File: src/rtl/mips_pkg.sv
// Shared definitions for the MIPS fetch/decode slice: opcodes, fetch FSM
// encoding, PC step and the branch-offset helper.
package mips_pkg;

   // Primary opcode field values (instr[31:26])
   localparam logic [5:0] OP_RTYPE = 6'h00;
   localparam logic [5:0] OP_LW    = 6'h23;
   localparam logic [5:0] OP_SW    = 6'h2B;
   localparam logic [5:0] OP_BEQ   = 6'h04;
   localparam logic [5:0] OP_ADDI  = 6'h08;
   localparam logic [5:0] OP_J     = 6'h02;

   // Sequential PC increment (one 32-bit word)
   localparam logic [31:0] PC_STEP = 32'd4;

   // Fetch FSM: IDLE after reset, REQ while memory is asked, HOLD while the
   // captured instruction waits for the decoder
   typedef enum logic [1:0] {
      IDLE = 2'b00,
      REQ  = 2'b01,
      HOLD = 2'b10
   } fetch_state_t;

   // Sign-extended, word-scaled branch displacement from the 16-bit immediate
   function automatic logic [31:0] branch_offset(input logic [15:0] imm);
      return {{14{imm[15]}}, imm, 2'b00};
   endfunction

   // Pseudo-direct jump target: upper nibble of pc+4, 26-bit index, word-aligned
   function automatic logic [31:0] jump_target(input logic [31:0] pcplus4,
                                               input logic [25:0] index);
      return {pcplus4[31:28], index, 2'b00};
   endfunction

endpackage

File: src/rtl/next_pc_calc.sv
// Combinational next-PC selection: jump beats taken branch beats sequential.
module next_pc_calc
   import mips_pkg::*;
(
   input  logic [31:0] instr,
   input  logic [31:0] pcplus4,
   input  logic        branch,
   input  logic        jump,
   input  logic        zero,
   output logic [31:0] next_pc
);

   // Opcode bits are decoded upstream; only the immediate/index fields matter here
   logic unused_opcode;
   assign unused_opcode = ^instr[31:26];

   logic [31:0] branch_target;
   logic [31:0] jmp_target;

   assign branch_target = pcplus4 + branch_offset(instr[15:0]);
   assign jmp_target    = jump_target(pcplus4, instr[25:0]);

   // Priority select of the following PC
   always_comb begin
      next_pc = pcplus4;
      if (jump) begin
         next_pc = jmp_target;
      end else if (branch && zero) begin
         next_pc = branch_target;
      end
   end

endmodule

File: src/rtl/instr_fetch.sv
// Instruction fetch stage: PC, memory req/ack handshake, instruction register
// with valid/ready handoff to the decoder, next-PC update and retired count.
module instr_fetch
   import mips_pkg::*;
#(
   parameter logic [31:0] RESET_PC = 32'h0000_0000,
   parameter int unsigned CNT_W    = 32
)(
   input  logic             clk,
   input  logic             reset,
   output logic             imem_req,
   output logic [31:0]      imem_addr,
   input  logic             imem_ack,
   input  logic [31:0]      imem_rdata,
   output logic [31:0]      instr,
   output logic [5:0]       op,
   output logic             instr_valid,
   input  logic             instr_ready,
   input  logic             branch,
   input  logic             jump,
   input  logic             zero,
   output logic [31:0]      pc,
   output logic [31:0]      pcplus4,
   output logic [CNT_W-1:0] fetch_count
);

   fetch_state_t state;
   fetch_state_t state_n;

   logic        capture;   // memory word taken into the IR this edge
   logic        accept;    // decoder consumes the IR this edge
   logic [31:0] next_pc;

   assign pcplus4   = pc + PC_STEP;
   assign imem_addr = pc;
   assign op        = instr[31:26];

   next_pc_calc u_next_pc (
      .instr   (instr),
      .pcplus4 (pcplus4),
      .branch  (branch),
      .jump    (jump),
      .zero    (zero),
      .next_pc (next_pc)
   );

   // State register with synchronous active-low reset
   always_ff @(posedge clk) begin
      if (!reset) begin
         state <= IDLE;
      end else begin
         state <= state_n;
      end
   end

   // Next-state logic: one instruction in flight, never overlapping a held one
   always_comb begin
      state_n = state;
      case (state)
         IDLE:    state_n = REQ;
         REQ:     if (imem_ack)    state_n = HOLD;
         HOLD:    if (instr_ready) state_n = REQ;
         default: state_n = IDLE;
      endcase
   end

   // Moore outputs plus the per-state handshake qualifiers; ack outside REQ is ignored
   always_comb begin
      imem_req    = (state == REQ);
      instr_valid = (state == HOLD);
      capture     = (state == REQ)  && imem_ack;
      accept      = (state == HOLD) && instr_ready;
   end

   // Datapath: IR capture, PC advance and retired-fetch count
   always_ff @(posedge clk) begin
      if (!reset) begin
         pc          <= RESET_PC;
         instr       <= '0;
         fetch_count <= '0;
      end else begin
         if (capture) begin
            instr <= imem_rdata;
         end
         if (accept) begin
            pc          <= next_pc;
            fetch_count <= fetch_count + CNT_W'(1);
         end
      end
   end

endmodule

File: config.mk
export PLATFORM = sky130hd
export DESIGN_NAME = instr_fetch
export DESIGN_NICKNAME = d
export VERILOG_FILES = /design/src/rtl/mips_pkg.sv /design/src/rtl/next_pc_calc.sv /design/src/rtl/instr_fetch.sv
export SDC_FILE = /design/constraint.sdc
export NUM_CORES = 1
export LEC_CHECK = 0
export ABC_CLOCK_PERIOD_IN_PS = 5200
export BUFFER_PORTS_ARGS = -buffer_cell sky130_fd_sc_hd__buf_2
export CAP_MARGIN = 20
export CORE_MARGIN = 5
export CORE_UTILIZATION = 47
export DETAILED_ROUTE_END_ITERATION = 12
export GPL_ROUTABILITY_DRIVEN = 1
export PLACE_DENSITY_LB_ADDON = 0.3
export SYNTH_ARGS = -nofsm -noshare
export SYNTH_HDL_FRONTEND = slang
export SYNTH_SLANG_ARGS = --single-unit
File: constraint.sdc
create_clock -name clk -period 5.2 [get_ports clk]
set_clock_uncertainty 0.1 [all_clocks]
set_input_delay 1.04 -clock clk [delete_from_list [all_inputs] [get_ports clk]]
set_output_delay 1.04 -clock clk [all_outputs]
set_load 0.1 [all_outputs]
## Yosys cells after proc, flatten, opt, wreduce, memory -nomap -nowiden

Cells that the tools add are included.

- Register bits after elaboration: 98
- Input port bits: 39
- Output and inout bits: 168
- Logic and storage cells: 21

- $add $sub $neg: 3
- Eq/ne operators: 4
- Multiplexer cells: 5
- Reductions and logical operators: 5

Operator list:

| operator | count |
|---|---|
| $mux 32 | 2 |
| $add 32x1->32 const B | 1 |
| $add 32x3->32 const B | 1 |
| $add 32x32->32 | 1 |
| $pmux 2 s3 | 1 |
| $mux 2 | 2 |
| $ne 2x1->1 const B | 2 |
| $logic_and 1x1->1 | 3 |
| $eq 2x1->1 const B | 1 |
| $eq 2x2->1 const B | 1 |
| $logic_not 2->1 | 1 |
| $reduce_and 2->1 | 1 |

## Logic depth before layout (Yosys ltp)

- Depth after elaboration: 4
- Gate-level depth with buffers: 17
- Gate-level depth less buffers: 17

## Cells and area by module

A second synthesis with hierarchy kept.

- Cells, all modules: 918
- Area total of the unflattened synthesis: 6857.8 µm²

Modules (own cells, without submodules):

| module | times used | cells each | area an instance (µm²) |
|---|---|---|---|
| instr_fetch | 1 | 591 | 4630.7 |
| next_pc_calc | 1 | 327 | 2227.1 |

## Least setup slack after synthesis

No wires, ideal clock.

- Kind: reg2reg
- Start: reg pc[2], in the netlist imem_addr[2]
- End: reg pc[31], in the netlist imem_addr[31]
- Library setup time: 0.072 ns
- Arrival time: 5.920 ns
- Required time: 5.028 ns
- Path slack: -0.892 ns
- Stages on the path, launching flop included: 16
- Cell sequence: dfxtp_1 -> ha_1 -> nand3_1 -> nor2_1 -> nand4_1 -> xnor2_1 -> ha_1 -> and3_1 -> a221o_1 -> a311oi_1 -> o21ai_0 -> nand4_1 -> a31oi_1 -> mux2i_1 -> mux2i_1 -> mux2i_1

- Cells in the longest elaborated chain, start to end: 4

RTL lines:

| item | line | RTL |
|---|---|---|
| start, declared | instr_fetch.sv:22 | `output logic [31:0] pc,` |
| start signal, assigned | instr_fetch.sv:86 | `pc <= next_pc;` |
| $add 32x3->32 | instr_fetch.sv:34 | `assign pcplus4 = pc + PC_STEP;` |
| net pcplus4[16] | instr_fetch.sv:23 | `output logic [31:0] pcplus4,` |
| $add 32x32->32 | next_pc_calc.sv:20 | `assign branch_target = pcplus4 + branch_offset(instr[15:0]);` |
| $mux 32 | next_pc_calc.sv:28 | `end else if (branch && zero) begin` |
| $mux 32 | next_pc_calc.sv:26 | `if (jump) begin` |

The timed path passes the listed nets, and every way through them passes these cells.
A chain may end at the register's enable or synchronous reset.

## Final worst setup path

- Start: reg pc[2], in the netlist imem_addr[2]
- End: out pcplus4[28]

- Cells in the longest elaborated chain, start to end: 1

RTL lines:

| item | line |
|---|---|
| $add 32x3->32 | instr_fetch.sv:34 |
| end, declared | instr_fetch.sv:23 |

No other way between the ends.

==> impl_metrics.csv <==
group,metric,value,unit
cells_and_area,final_cell_mix,"buf_2 (200), nand2_1 (132), dfxtp_1 (94)",
die,dieWidth,128,um
synthesis,synthMuxAreaShare,0.616,%
die,pin_count,207,
clocking,htree_levels,3,
setup_path,r2r-end,"imem_addr[31]",
power_and_ir_drop,p_total,0.00182,W
clocking,cts-buffers-inserted,9,
die,die-area,16300,sq um
setup_path,startpoint,"imem_addr[2]",
route,num_vias,6560,
grt,grt_pass1_wl,31300,um
cells_and_area,fin_util,57.8,%
die,die_h,128,um
cells_and_area,layout-drive-gt1-share,26.6,%
synthesis,yosysSeqAreaShare,29.6,%
grt,overflow,0,
power_and_ir_drop,power_density,230,nW/um^2
synthesis,ys_async_sr_fraction,0,%
synthesis,syn_area,6500,sq um
setup_path,r2r_setup_slack,0.92,ns
synthesis,synth_adder_area_share,7.43,%
power_and_ir_drop,ir_worst_vdd,0.000166,V
setup_path,rr_startpoint,"imem_addr[2]",
cells_and_area,fill_cells,1336,
min_path,hp-class,"flip-flop to flip-flop",
setup_path,reg2regPathDepth,15,
clocking,clkSlewWorstSetupHoldPaths,0.07,ns
cells_and_area,layout_commonest_cell,"buf_2",
sta,layout_min_cycle_time,4.43,ns
sta,final_max_slew_viol_count,0,
setup_path,start_kind,"flip-flop",
synthesis,yosys_warnings,0,
synthesis,synth_cell_types,63,
sta,rsz0062_at_grt,"false",
sta,setup-violations-final,0,
place,hpwlAfterDp,14800,um
sta,max_clock_freq,226,MHz
sta,fin_crit_sh,85.3,%
job,drv_cap,0,
cells_and_area,seq_area,1920,sq um
cells_and_area,diodes,0,
clocking,clockRootBuffer,"clkbuf_16",
sta,hold_viol_final,0,
synthesis,synth_ff_type,"dfxtp_1",
sta,slew_headroom,31.6,%
synthesis,synth-compound-area-share,20.5,%
clocking,clockBufferDepth,2,
die,num_rows,43,
place,placed_cells,1162,
synthesis,yosys.area_share.simple,23.7,%
cells_and_area,multi_input_area,4360,sq um
min_path,hp-start,"instr[28]",
grt,antenna_found_initial,2,
clocking,cts_sinks,96,
cells_and_area,area_growth,21.9,%
sta,tightest_slew,1.02,ns
place,gp_congestion,0.901,
die,start_util,47.4,%
synthesis,synth_edf_count,0,
grt,grt_pass1_vias,6125,
min_path,min_to,"instr[28]",
die,core-area,13700,sq um
cells_and_area,final_cells,1178,
power_and_ir_drop,p_leak,3.79,nW
route,via_per_inst,5.57,
synthesis,synth_top_family_by_area,"simple AND/OR/NAND/NOR gates",
clocking,cts_tree,"built",
setup_path,required,4.06,ns
cells_and_area,nets,1070,
clocking,cts_setup_buffers,0,
synthesis,syn_inst,848,
route,drtAntennaViolNets,0,
synthesis,synth-xor-area-share,10.2,%
outcome,outcome,"finished, final reports clean",
synthesis,avgSynthCellArea,7.67,sq um
route,drc_errors,0,
setup_path,criticalPathCategory,"flip-flop to output port",
place,numPortBuffers,200,
route,wire_per_inst,16.9,um
route,drt-pass1-iter-count,5,
grt,grt_start_max_net_pins,44,
route,wirelength,19900,um
clocking,hold_buffers,0,
synthesis,ys_ff_latch,96,
grt,track_usage,23.8,%
clocking,worstSkewPairLatency,0.36,ns
setup_path,path_max_fanout,8,
min_path,min_path_cells,2,
route,drt_iter0_markers,403,
clocking,cts_resized,0,
setup_path,worstPathArrival,3.29,ns
setup_path,critPathCaptureType,"output port",
[report_power, final]
group / leakage [nW] / internal, W / switching, W
clock: 0.146 / 0.000339 / 0.000332
combinational: 2.87 / 0.0000718 / 0.000302
sequential: 0.778 / 0.000751 / 0.0000240
[synthesized netlist by cell type (all sizes together) (4+ instances only)]
| cell | instances | area share (%) |
|---|---|---|
| nand2 | 132 | 7.6 |
| dfxtp | 96 | 30 |
| a21oi | 84 | 6.5 |
| nor2 | 70 | 4.0 |
| buf | 47 | 5.1 |
| xor2 | 41 | 5.5 |
| ha | 37 | 7.1 |
| xnor2 | 35 | 4.7 |
| o21ai | 34 | 2.6 |
| nand3 | 33 | 2.5 |
| clkbuf | 32 | 1.8 |
| o211ai | 24 | 2.8 |
| nand4 | 19 | 1.8 |
| and3 | 16 | 1.5 |
| inv | 14 | 0.81 |
| a21o | 13 | 1.5 |
| a211oi | 10 | 1.3 |
| and4 | 10 | 1.3 |
| nor2b | 9 | 0.87 |
| a31oi | 8 | 0.77 |
| nand2b | 8 | 0.77 |
| nor3 | 7 | 0.54 |
| and2 | 6 | 0.58 |
| or3 | 5 | 0.48 |
| mux2i | 4 | 0.62 |
| nor3b | 4 | 0.46 |
| o21a | 4 | 0.46 |
| or2 | 4 | 0.38 |
[logic make-up (layout without fill, tap and decap cells)]
family          Yosys count  after routing
buf+inv                  94            239
xor+xnor                 76             76
mux                       4              4
compound gates          210            210
flops                    96             96
other cells               1              6
simple gates            329            329
fa+ha+maj                38             38
[state kept, by name, indices dropped and copies added (netlist names)]
register	count
fetch_count	32
imem_addr	30
instr	32
state	2
[final cells by class]
class                   instances  area share (%)
clock inverters                 7           0.900
inverters                      15           0.710
multi-input cells             663            55.1
well taps                     180            2.84
repair buffers                208            13.4
flip-flops and latches         96            24.3
clock buffers                   9            2.84
[how the worst max path moves through the flow]
stage                                to  slack (ns)
after floorplan           imem_addr[31]      -0.004
after global placement    imem_addr[31]        1.04
after detailed placement  imem_addr[31]        0.98
after CTS                   pcplus4[28]        0.74
after global routing        pcplus4[28]        0.51
final                       pcplus4[28]        0.77
[critical path, cell delays in order, from the launching register on]
cell and delay [ns]:
dfxtp_2 0.40, ha_1 0.20, nand3_1 0.19, nor2_1 0.15, buf_4 0.16, nand4_1 0.24, nor2b_1 0.55, nand3_1 0.35
xnor2_4 0.23, buf_2 0.45
[metal layers]
layer  track usage, %  part of all wire, %  up-vias
met3             4.72                  6.1       27
met1             30.7                   44     3100
met5                0                 0.12        -
li1                 -                    -     3240
met2             40.0                   48      189
met4             7.87                  1.9        4
[through the flow]
stage	setup WS [ns]	instance area, sq um	hold slack, ns	TNS [ns]
3_3_place_gp	1.04	7630	0.352	0
4_1_cts	0.737	7930	0.372	0
6_report	0.766	7930	0.371	0
3_5_place_dp	0.978	7630	0.361	0
5_1_grt	0.509	7930	0.404	0
2_1_floorplan	-0.00408	6800	0.429	-0.00408
No activity file was read; power rests on OpenSTA's default activity.
